`config.mk`:
```
export PLATFORM = sky130hd
export DESIGN_NAME = alu_seq_fsm
export DESIGN_NICKNAME = d
export VERILOG_FILES = /design/src/rtl/alu_seq_fsm.sv
export SDC_FILE = /design/constraint.sdc
export NUM_CORES = 1
export LEC_CHECK = 0
export CAP_MARGIN = 15
export CORE_MARGIN = 3
export CORE_UTILIZATION = 50
export CTS_CLUSTER_SIZE = 30
export DETAILED_ROUTE_END_ITERATION = 10
export PLACE_DENSITY = 0.8
export RECOVER_POWER = 50
export SYNTH_ARGS = -nofsm -noshare
export SYNTH_HDL_FRONTEND = slang
export SYNTH_SLANG_ARGS = --single-unit
export TNS_END_PERCENT = 30
```
`constraint.sdc`:
```
create_clock -name clk -period 3.1 [get_ports clk]
set_input_delay 0.465 -clock clk [delete_from_list [all_inputs] [get_ports clk]]
set_output_delay 0.465 -clock clk [all_outputs]
set_load 0.005 [all_outputs]
```
`src/rtl/alu_seq_fsm.sv`:
```
// ALU instruction sequencer: on a start request it captures an opcode and the
// register selects, then drives one-hot register strobes and ALU controls
// through read / read / evaluate / write-back. All outputs are registered and
// are Moore outputs of the state and the captured fields.
module alu_seq_fsm #(
    parameter int                  NUM_REGS = 6,
    parameter int                  SEL_W    = 6,
    parameter int                  OP_W     = 3,
    parameter logic [NUM_REGS-1:0] RO_MASK  = 6'b100000
) (
    input  logic                clk,
    input  logic                reset,
    input  logic                start,
    input  logic [OP_W:0]       op_code,
    input  logic [SEL_W-1:0]    ri,
    input  logic [SEL_W-1:0]    rj,
    input  logic [SEL_W-1:0]    rd,
    output logic                busy,
    output logic                done,
    output logic                err,
    output logic [NUM_REGS-1:0] reg_read,
    output logic [NUM_REGS-1:0] reg_write,
    output logic [OP_W-1:0]     alu_op,
    output logic                alu_wr_in1,
    output logic                alu_wr_in2,
    output logic                alu_out_en,
    output logic                alu_rd
);

    typedef enum logic [2:0] {
        IDLE = 3'd0,
        IN1  = 3'd1,
        IN2  = 3'd2,
        EVAL = 3'd3,
        OUT  = 3'd4,
        DONE = 3'd5
    } state_t;

    state_t            state_r;
    logic [OP_W:0]     op_r;
    logic [SEL_W-1:0]  ri_r;
    logic [SEL_W-1:0]  rj_r;
    logic [SEL_W-1:0]  rd_r;
    logic              err_r;
    logic              illegal_s;

    // One-hot strobe for a select; an out-of-range select yields no strobe.
    function automatic logic [NUM_REGS-1:0] onehot(input logic [SEL_W-1:0] sel);
        logic [NUM_REGS-1:0] v;
        v = {NUM_REGS{1'b0}};
        for (int k = 0; k < NUM_REGS; k++) begin
            if (sel == SEL_W'(k)) begin
                v[k] = 1'b1;
            end
        end
        return v;
    endfunction

    // Read-only lookup that is safe for selects beyond the register file.
    function automatic logic is_ro(input logic [SEL_W-1:0] sel);
        logic r;
        r = 1'b0;
        for (int k = 0; k < NUM_REGS; k++) begin
            if (sel == SEL_W'(k)) begin
                r = RO_MASK[k];
            end
        end
        return r;
    endfunction

    // Legality of the request presented on the inputs; the destination only
    // matters when the result is actually written back.
    always_comb begin
        illegal_s = 1'b0;
        if ((ri >= SEL_W'(NUM_REGS)) || (rj >= SEL_W'(NUM_REGS))) begin
            illegal_s = 1'b1;
        end else if (!op_code[OP_W] && ((rd >= SEL_W'(NUM_REGS)) || is_ro(rd))) begin
            illegal_s = 1'b1;
        end else begin
            illegal_s = 1'b0;
        end
    end

    // Sequencer state, captured fields and registered strobes for the next state.
    always_ff @(posedge clk or posedge reset) begin
        if (reset) begin
            state_r    <= IDLE;
            op_r       <= {(OP_W+1){1'b0}};
            ri_r       <= {SEL_W{1'b0}};
            rj_r       <= {SEL_W{1'b0}};
            rd_r       <= {SEL_W{1'b0}};
            err_r      <= 1'b0;
            busy       <= 1'b0;
            done       <= 1'b0;
            err        <= 1'b0;
            reg_read   <= {NUM_REGS{1'b0}};
            reg_write  <= {NUM_REGS{1'b0}};
            alu_op     <= {OP_W{1'b0}};
            alu_wr_in1 <= 1'b0;
            alu_wr_in2 <= 1'b0;
            alu_out_en <= 1'b0;
            alu_rd     <= 1'b0;
        end else begin
            // Every strobe is low unless the state entered below asks for it.
            busy       <= 1'b1;
            done       <= 1'b0;
            err        <= 1'b0;
            reg_read   <= {NUM_REGS{1'b0}};
            reg_write  <= {NUM_REGS{1'b0}};
            alu_op     <= {OP_W{1'b0}};
            alu_wr_in1 <= 1'b0;
            alu_wr_in2 <= 1'b0;
            alu_out_en <= 1'b0;
            alu_rd     <= 1'b0;
            case (state_r)
                IDLE: begin
                    if (start) begin
                        op_r  <= op_code;
                        ri_r  <= ri;
                        rj_r  <= rj;
                        rd_r  <= rd;
                        err_r <= illegal_s;
                        if (illegal_s) begin
                            state_r <= DONE;
                            done    <= 1'b1;
                            err     <= 1'b1;
                        end else begin
                            state_r    <= IN1;
                            reg_read   <= onehot(ri);
                            alu_wr_in1 <= 1'b1;
                        end
                    end else begin
                        busy <= 1'b0;
                    end
                end
                IN1: begin
                    state_r    <= IN2;
                    reg_read   <= onehot(rj_r);
                    alu_wr_in2 <= 1'b1;
                end
                IN2: begin
                    state_r    <= EVAL;
                    alu_out_en <= 1'b1;
                    alu_op     <= op_r[OP_W-1:0];
                end
                EVAL: begin
                    if (op_r[OP_W]) begin
                        state_r <= DONE;
                        done    <= 1'b1;
                        err     <= err_r;
                    end else begin
                        state_r   <= OUT;
                        alu_rd    <= 1'b1;
                        reg_write <= onehot(rd_r);
                    end
                end
                OUT: begin
                    state_r <= DONE;
                    done    <= 1'b1;
                    err     <= err_r;
                end
                DONE: begin
                    state_r <= IDLE;
                    busy    <= 1'b0;
                end
                default: begin
                    state_r <= IDLE;
                    busy    <= 1'b0;
                end
            endcase
        end
    end

endmodule

```
Yosys cells after proc, flatten, opt, wreduce, memory -nomap -nowiden

Index checks and enable logic that the tools add are counted.

Bits in registers: 42
Logic and storage cells: 96

Magnitude comparators: 3
Reduce and logical (&&, ||, !) cells: 10
Multiplexer cells: 47
Eq/ne operators: 21

Operator list:

| operator                                                               | count |
|---|---|
| 6-bit by 3-bit equality test with 1-bit output (second input constant) | 7 |
| 6-bit by 2-bit equality test with 1-bit output (second input constant) | 6 |
| 1-bit 2-to-1 mux                                                       | 35 |
| 6-bit 2-to-1 mux                                                       | 4 |
| 6-bit by 1-bit equality test with 1-bit output (second input constant) | 3 |
| 6-bit by 3-bit >= comparator with 1-bit output (second input constant) | 3 |
| 6-bit logical NOT                                                      | 3 |
| 3-bit one-hot mux with 5 select lines                                  | 1 |
| 6-bit one-hot mux with 2 select lines                                  | 1 |
| 3-bit 2-to-1 mux                                                       | 3 |
| 3-bit by 2-bit equality test with 1-bit output (second input constant) | 2 |
| 1-bit one-hot mux with 3 select lines                                  | 2 |
| 4-bit OR reduction                                                     | 1 |
| 3-bit by 1-bit equality test with 1-bit output (second input constant) | 1 |
| 3-bit equality test (second input constant)                            | 1 |
| 3-bit logical NOT                                                      | 1 |
| 1-bit logical OR                                                       | 2 |
| 2-bit inequality test (second input constant)                          | 1 |
| 1-bit one-hot mux with 2 select lines                                  | 1 |
| 2-bit AND reduction                                                    | 1 |
| 1-bit logical AND                                                      | 1 |
| 1-bit logical NOT                                                      | 1 |

Logic depth before layout (Yosys ltp)

Gate-level depths: netlist of run 1.

Depth after elaboration: 10
Gate-level depth with buffers: 5
Depth with buffers taken out: 5

Least setup slack after synthesis of run 1

Ideal clock, no wire load.

Path kind: input to register
From: input port ri[3]
To: register reg_read[0]
Data arrival time: 1611 ps
Library setup time: 68 ps
Stages: 5
Path slack: 1421 ps
Buffers on the path: 0
Cell sequence: or3_1 > nand4b_4 > or3_4 > clkinv_2 > a32o_1

Longest elaborated chain between the ends: 6

RTL lines:

| item                                           | RTL line | RTL |
|---|---|---|
| start: declaration                             | 15       | `input logic [SEL_W-1:0] ri,` |
| 6-bit by 3-bit >= comparator with 1-bit output | 75       | `if ((ri >= SEL_W'(NUM_REGS)) \|\| (rj >= SEL_W'(NUM_REGS))) begin` |
| 1-bit logical OR                               | 75       |  |
| 1-bit 2-to-1 mux                               | 75       |  |
| 6-bit 2-to-1 mux (*)                           | 123      | `if (illegal_s) begin` |
| 6-bit 2-to-1 mux (*)                           | 117      | `if (start) begin` |
| 6-bit one-hot mux with 2 select lines (*)      | 115      | `case (state_r)` |
| end signal: assignment                         | 96       | `reg_read <= {NUM_REGS{1'b0}};` |
| end signal: assignment                         | 129      | `reg_read <= onehot(ri);` |
| end signal: assignment                         | 138      | `reg_read <= onehot(rj_r);` |
| end: declaration                               | 21       | `output logic [NUM_REGS-1:0] reg_read,` |

Mark *: on every way between the ends. The rest lies on a longest branch, timed or not.
A chain may end at the register's enable or synchronous reset.

Final worst setup path of run 1

From: register state_r[2]
To: register reg_read[0]

Longest elaborated chain between the ends: 2

RTL lines:

| item                                                                                       | RTL line | RTL |
|---|---|---|
| start: declaration                                                                         | 39       | `state_t state_r;` |
| start signal: assignment                                                                   | 87       | `state_r <= IDLE;` |
| start signal: assignment                                                                   | 124      | `state_r <= DONE;` |
| start signal: assignment                                                                   | 128      | `state_r <= IN1;` |
| 3-bit by 1-bit equality test with 1-bit output / 3-bit logical NOT (equally long branches) | 115      |  |
| 6-bit one-hot mux with 2 select lines (*)                                                  | 115      |  |
| end signal: assignment                                                                     | 108      | `reg_read <= {NUM_REGS{1'b0}};` |
| end signal: assignment                                                                     | 129      |  |
| end signal: assignment                                                                     | 138      |  |

Marks and branches as above.

==> results.py, run 1 <==
metrics = {
    "run_status": {
        "status": "finished clean",
    },
    "timing": {
        "finClkSkew_ps": 5.07,
        "hold_violations": 0,
        "tightest_slew_ps": 574,
        "drv_slew": 0,
        "fin_ws_ps": 1000,
        "fin_crit_ps": 2100,
        "fmax_mhz": 476,
        "finalSetupViolCount": 0,
        "final.setup.tns_ps": 0,
        "period_share": 0.677,
        "relSlewSlack": 0.614,
        "rsz0062_at_grt": "no",
    },
    "floorplanning": {
        "dieArea_sq_mm": 0.00411,
        "io_pins": 47,
        "start_util": 0.540,
        "die_h_um": 64.1,
        "core_area_sq_mm": 0.00313,
        "row_count": 20,
        "fp.dieW_um": 64.1,
    },
    "worst_setup_path": {
        "path_depth": 5,
        "worstSetupPathType": "reg -> reg",
        "end_kind": "flip-flop",
        "r2r_cells": 5,
        "cp_max_fo": 18,
        "crit_chain": "nor2_1 -> nand3b_2 -> or3_4 -> clkinv_2 -> a32o_1",
        "critical_path_buf_inv_count": 1,
        "crit_required_ps": 3380,
        "critPathLaunchType": "flip-flop",
        "cp_slowest_cell": "or3_4",
        "crit_arrival_ps": 2380,
        "crit_family": "simple AND/OR/NAND/NOR gates",
        "cp_slowest_stage_delay_ps": 540,
    },
    "clocking": {
        "postCtsHoldBufs": 0,
        "cts_tree": "yes",
        "post_cts_buffers": 0,
        "clk_pin_slew_ps": 110,
        "ctsRootBufferMaster": "clkbuf_4",
        "numCtsBuffers": 5,
        "cts.htree.levels": 2,
        "cts_sinks": 42,
        "cts_resized": 0,
        "clk_latency_ps": 340,
        "clock_path_buffers": 2,
    },
    "drt": {
        "drc": 0,
        "detail-route-antenna-nets": 0,
        "dr.pass1.iters": 4,
        "wl_per_cell_um": 13.6,
        "wl_um": 3510,
        "vias": 1346,
        "viasPerCell": 5.22,
        "drt_iter0_drc": 66,
    },
    "place": {
        "place.detailed.hpwl_um": 2640,
        "pre_cts_ws_ps": 864,
        "portBuffers": 46,
        "gp_congestion": 0.803,
    },
    "cells_and_area": {
        "diodes": 0,
        "seq_area_sq_mm": 0.00105,
        "area_growth_pct": 33.0,
        "multi_input_area_sq_um": 607,
        "nNetsFinal": 239,
        "fill_cells": 272,
        "drive_above_1_share": 0.0654,
    },
    "hold_path": {
        "whs_path_depth": 2,
        "min_path_type": "reg -> reg",
    },
    "flow_run": {
        "maxCapViolCount": 0,
    },
    "grt": {
        "grt_pass1_wl_um": 6020,
        "grt_max_degree": 43,
        "gr-total-overflow": 0,
        "antenna_found_initial": 0,
        "grt_pass1_vias": 1354,
        "grt.total_usage": 0.194,
    },
    "yosys": {
        "syn_area_sq_mm": 0.00169,
        "synth_cell_type_count": 34,
        "synth_top_cell_area_share": 0.622,
        "synth_seq_cells": 42,
        "synth_nets": 188,
        "yosysWarnings": 0,
        "synth_cells": 163,
        "postSynthAreaPerCell_sq_um": 10.4,
        "synth_area_leaders": "dfrtp_1, nand2_1, nor2_1, nor3_1, o21ai_0",
        "yosysTopAreaCell": "dfrtp_1",
        "ys_seq_area_frac": 0.622,
    },
    "power": {
        "powerDensity_mw_per_mm2": 690,
        "worst_ir_drop_vdd_uv": 393,
        "power_mw": 1.55,
        "p_leak_nw": 1.04,
    },
}
[final timing paths]
check	slack, ps	to	from
setup / recovery	1000	reg_read[0]$_DFF_PP0_	state_r[2]$_DFFE_PP0P_
max in group asynchronous	2080	err_r$_DFFE_PP0P_	reset
setup reg to reg	1000	reg_read[0]$_DFF_PP0_	state_r[2]$_DFFE_PP0P_
hold reg to reg	490	op_r[1]$_DFFE_PP0P_	op_r[1]$_DFFE_PP0P_
hold / removal	490	op_r[1]$_DFFE_PP0P_	op_r[1]$_DFFE_PP0P_
min in group asynchronous	680	op_r[0]$_DFFE_PP0P_	reset
[metrics by stage]
step            util  instance area [sq um]  std cells  hold WS (ps)
2_1_floorplan      -                   1690        163           437
3_5_place_dp   0.704                   2200        251           461
3_3_place_gp   0.704                   2200        251           452
5_1_grt        0.718                   2250        258           523
6_report       0.718                   2250        258           486
4_1_cts        0.718                   2250        258           486
[worst register-to-register path, delay by kind of cell (launching register included)]
family          cells  cell delay, ps
buf+inv             1              90
flops               1             510
compound gates      1             150
simple gates        3            1300
[cells by family (layout without fill, tap and decap cells)]
family | Yosys count | after routing | share of synthesized area
compound gates | 15 | 15 | 0.0593
buf+inv | 7 | 58 | 0.0185
flops | 42 | 42 | 0.622
mux | 1 | 1 | 0.00593
simple gates | 98 | 98 | 0.294
[registers in the layout, summed over array words and instances (netlist names), 3 cells and up]
name and flops:
rd_r 6, reg_read 6, rj_r 6, reg_write 6
op_r 4, alu_op 3, state_r 3
[cell usage after synthesis (all sizes together)]
cell     count
nand2       51
dfrtp       42
nor2        11
nor3         8
o21ai        5
nand3        4
and3         3
buf          3
nand4b       3
or3          3
a21oi        2
a32o         2
and2         2
inv          2
nand2b       2
nor3b        2
nor4         2
o22ai        2
a22o         1
and4b        1
and4bb       1
clkbuf       1
clkinv       1
mux2i        1
nand3b       1
nand4        1
nor2b        1
nor4b        1
o21a         1
o21bai       1
o2bb2ai      1
or2          1
[layout by cell type, fill, tap and decap left out, types with 2 or more instances in the layout]
| cell | n |
|---|---|
| and3_1 | 3 |
| or3_1 | 2 |
| nor4_1 | 2 |
| nand2b_1 | 2 |
| clkdlybuf4s50_1 | 45 |
| nor3b_1 | 2 |
| nand3_1 | 4 |
| nand2_1 | 51 |
| nor3_1 | 8 |
| clkbuf_1 | 2 |
| o21ai_0 | 5 |
| a32o_1 | 2 |
| nand4b_1 | 2 |
| nor2_1 | 11 |
| dfrtp_1 | 42 |
| buf_4 | 2 |
| inv_1 | 2 |
| o22ai_1 | 2 |
| a21oi_1 | 2 |
| clkbuf_4 | 5 |
[metal layers]
metal  up-vias  global-route usage  share of wire  wire length, um
li1        654                   -              -                -
met1       647               0.225           0.41             1440
met2        41               0.335           0.52             1820
met3         4              0.0615          0.058              205
met4         0              0.0712          0.013               46
met5         -                   0              0                0
[final cells by class]
class,count,area share
Clock buffer,7,0.0201
Inverter,3,0.00557
Multi-Input combinational cell,114,0.270
Sequential cell,42,0.468
Tap cell,44,0.0245
Timing Repair Buffer,48,0.212
[where the power goes]
group / switching [mW] / internal, mW
logic: 0.239 / 0.231
registers: 0.134 / 0.704
clock network: 0.156 / 0.0857
total: 0.529 / 1.02
Power figures use the tool's default switching activity.
==> run 2: changes to the inputs <==
--- a/config.mk
+++ b/config.mk
@@ -7,10 +7,10 @@
 export LEC_CHECK = 0
 export CAP_MARGIN = 15
 export CORE_MARGIN = 3
-export CORE_UTILIZATION = 50
+export CORE_UTILIZATION = 42
 export CTS_CLUSTER_SIZE = 30
 export DETAILED_ROUTE_END_ITERATION = 10
-export PLACE_DENSITY = 0.8
+export PLACE_DENSITY = 0.71
 export RECOVER_POWER = 50
 export SYNTH_ARGS = -nofsm -noshare
 export SYNTH_HDL_FRONTEND = slang
==> constraint.sdc (replaced) <==
create_clock -name clk -period 1.86 [get_ports clk]
set_input_delay 0.279 -clock clk [delete_from_list [all_inputs] [get_ports clk]]
set_output_delay 0.279 -clock clk [all_outputs]
set_load 0.005 [all_outputs]
==> run 2 against run 1 <==
Against the previous run:
- via count increased by 1.9%
- cell area increased by 5.6%
- global-route usage decreased by 3.6 points
- worst setup slack got worse by 830 ps
- utilization decreased by 8.9 points
- sequential share of layout area decreased by 2.5 points
- clock power increased to 2.9 times the previous value
- clock-buffer cell count decreased by 1
- sequential cell count unchanged
- largest cell class unchanged
- largest power group unchanged
==> results.py, run 2 (synthesis gave the netlist of run 1 again) <==
metrics = {
    "timing": {
        "relSlewSlack": 0.349,
        "fin_ws_ps": 167,
        "hold_violations": 0,
        "finalSetupViolCount": 0,
        "fin_crit_ps": 1690,
        "drv_slew": 0,
        "fmax_mhz": 591,
        "period_share": 0.910,
        "rsz0062_at_grt": "no",
        "tightest_slew_ps": 976,
        "finClkSkew_ps": 6.60,
    },
    "worst_setup_path": {
        "crit_start": "ri[3]",
        "worstSetupPathType": "in -> reg",
        "crit_required_ps": 2080,
        "end_kind": "flip-flop",
        "r2r-end": "rd_r[4]$_DFFE_PP0P_",
        "r2r_start": "state_r[1]$_DFFE_PP0P_",
        "critPathLaunchType": "primary input",
        "cp-endpoint": "reg_read[0]$_DFF_PP0_",
        "cp_max_fo": 5,
        "r2r_cells": 4,
        "rrSetupSlack_ps": 290,
        "crit_arrival_ps": 1910,
    },
    "floorplanning": {
        "row_count": 22,
        "start_util": 0.448,
        "core_area_sq_mm": 0.00377,
        "io_pins": 47,
        "dieArea_sq_mm": 0.00482,
        "die_h_um": 69.4,
        "fp.dieW_um": 69.4,
    },
    "clocking": {
        "cts_tree": "yes",
        "numCtsBuffers": 5,
        "cts_sinks": 42,
        "cts.htree.levels": 2,
        "post_cts_buffers": 0,
        "clk_pin_slew_ps": 70,
        "clock_path_buffers": 2,
        "ctsRootBufferMaster": "clkbuf_8",
        "cts_resized": 0,
        "postCtsHoldBufs": 0,
        "clk_latency_ps": 290,
    },
    "grt": {
        "grt_busiest_layer": "met2",
        "antenna_found_initial": 0,
        "grt_pass1_wl_um": 6060,
        "grt_pass1_vias": 1324,
        "gr-usage-met2": 0.269,
        "grt_max_degree": 43,
        "globalRouteMet1Util": 0.193,
        "met3_usage": 0.0333,
        "grt.total_usage": 0.158,
        "gr-total-overflow": 0,
    },
    "place": {
        "place.detailed.hpwl_um": 2770,
        "gp_congestion": 0.843,
        "pre_cts_ws_ps": -133,
        "portBuffers": 46,
    },
    "drt": {
        "viasPerCell": 5.06,
        "dr.pass1.iters": 4,
        "vias": 1372,
        "drc": 0,
        "wl_per_cell_um": 13.0,
        "detail-route-antenna-nets": 0,
        "wl_um": 3530,
        "drt_iter0_drc": 95,
    },
    "cells_and_area": {
        "mostFrequentLayoutCells": "nand2_1, clkdlybuf4s50_1, dfrtp_1",
        "finish.utilization": 0.629,
        "final_common_cell": "nand2_1",
        "nNetsFinal": 248,
        "area_growth_pct": 40.4,
        "diodes": 0,
        "drive_above_1_share": 0.0987,
        "fill_cells": 302,
    },
    "flow_run": {
        "maxCapViolCount": 0,
    },
    "power": {
        "powerDensity_mw_per_mm2": 1240,
        "worst_ir_drop_vdd_uv": 733,
        "p_leak_nw": 1.10,
    },
    "hold_path": {
        "min_path_type": "reg -> reg",
    },
    "run_status": {
        "status": "finished clean",
    },
}
-- run 2: routing by layer --
metal	vias to the layer above	wire, um
met5	-	0
met4	0	67
met3	7	143
met2	40	1820
met1	654	1500
li1	671	-
-- run 2: power by group --
group          leakage (nW)  internal, mW  switching (mW)
sequential            0.545          1.18           0.209
clock                0.0573         0.429           0.279
combinational         0.499         0.423           0.415
-- run 2: cell type report --
| class | instances | area (sq um) | share of cell area |
|---|---|---|---|
| well taps | 48 | 60.1 | 0.0253 |
| inverters | 3 | 12.5 | 0.00527 |
| clock buffers | 6 | 82.6 | 0.0348 |
| flip-flops and latches | 42 | 1050 | 0.443 |
| repair buffers | 57 | 529 | 0.223 |
| clock inverters | 1 | 30.0 | 0.0127 |
| multi-input cells | 114 | 607 | 0.256 |
-- run 2: how the worst min path moves through the flow --
stage | start | endpoint | depth (start not counted)
6_report | rd_r[3]$_DFFE_PP0P_ | rd_r[3]$_DFFE_PP0P_ | 2
5_1_grt | rd_r[3]$_DFFE_PP0P_ | rd_r[3]$_DFFE_PP0P_ | 2
4_1_cts | reset | alu_op[0]$_DFF_PP0_ | 3
3_5_place_dp | rd_r[3]$_DFFE_PP0P_ | rd_r[3]$_DFFE_PP0P_ | 2
3_3_place_gp | rd_r[4]$_DFFE_PP0P_ | rd_r[4]$_DFFE_PP0P_ | 2
2_1_floorplan | op_code[0] | op_r[0]$_DFFE_PP0P_ | 2
-- run 2: per-stage QoR --
stage | hold WS [ps] | setup TNS (ps) | cells | total power, mW | cell area, sq um
floorplan | 384 | 0 | 163 | 1.86 | 1690
global placement | 451 | -120 | 264 | 2.22 | 2270
finish | 473 | 0 | 271 | 2.93 | 2370
CTS | 427 | 0 | 271 | 2.98 | 2390
detailed placement | 456 | -652 | 264 | 2.27 | 2270
global route | 501 | 0 | 271 | 3.13 | 2370
-- run 2: worst max-delay path: stages --
cell	delay, ps
clkdlybuf4s50_1	400
or3_1	400
nand4b_4	180
or3_4	410
clkinv_2	90
a32o_1	150
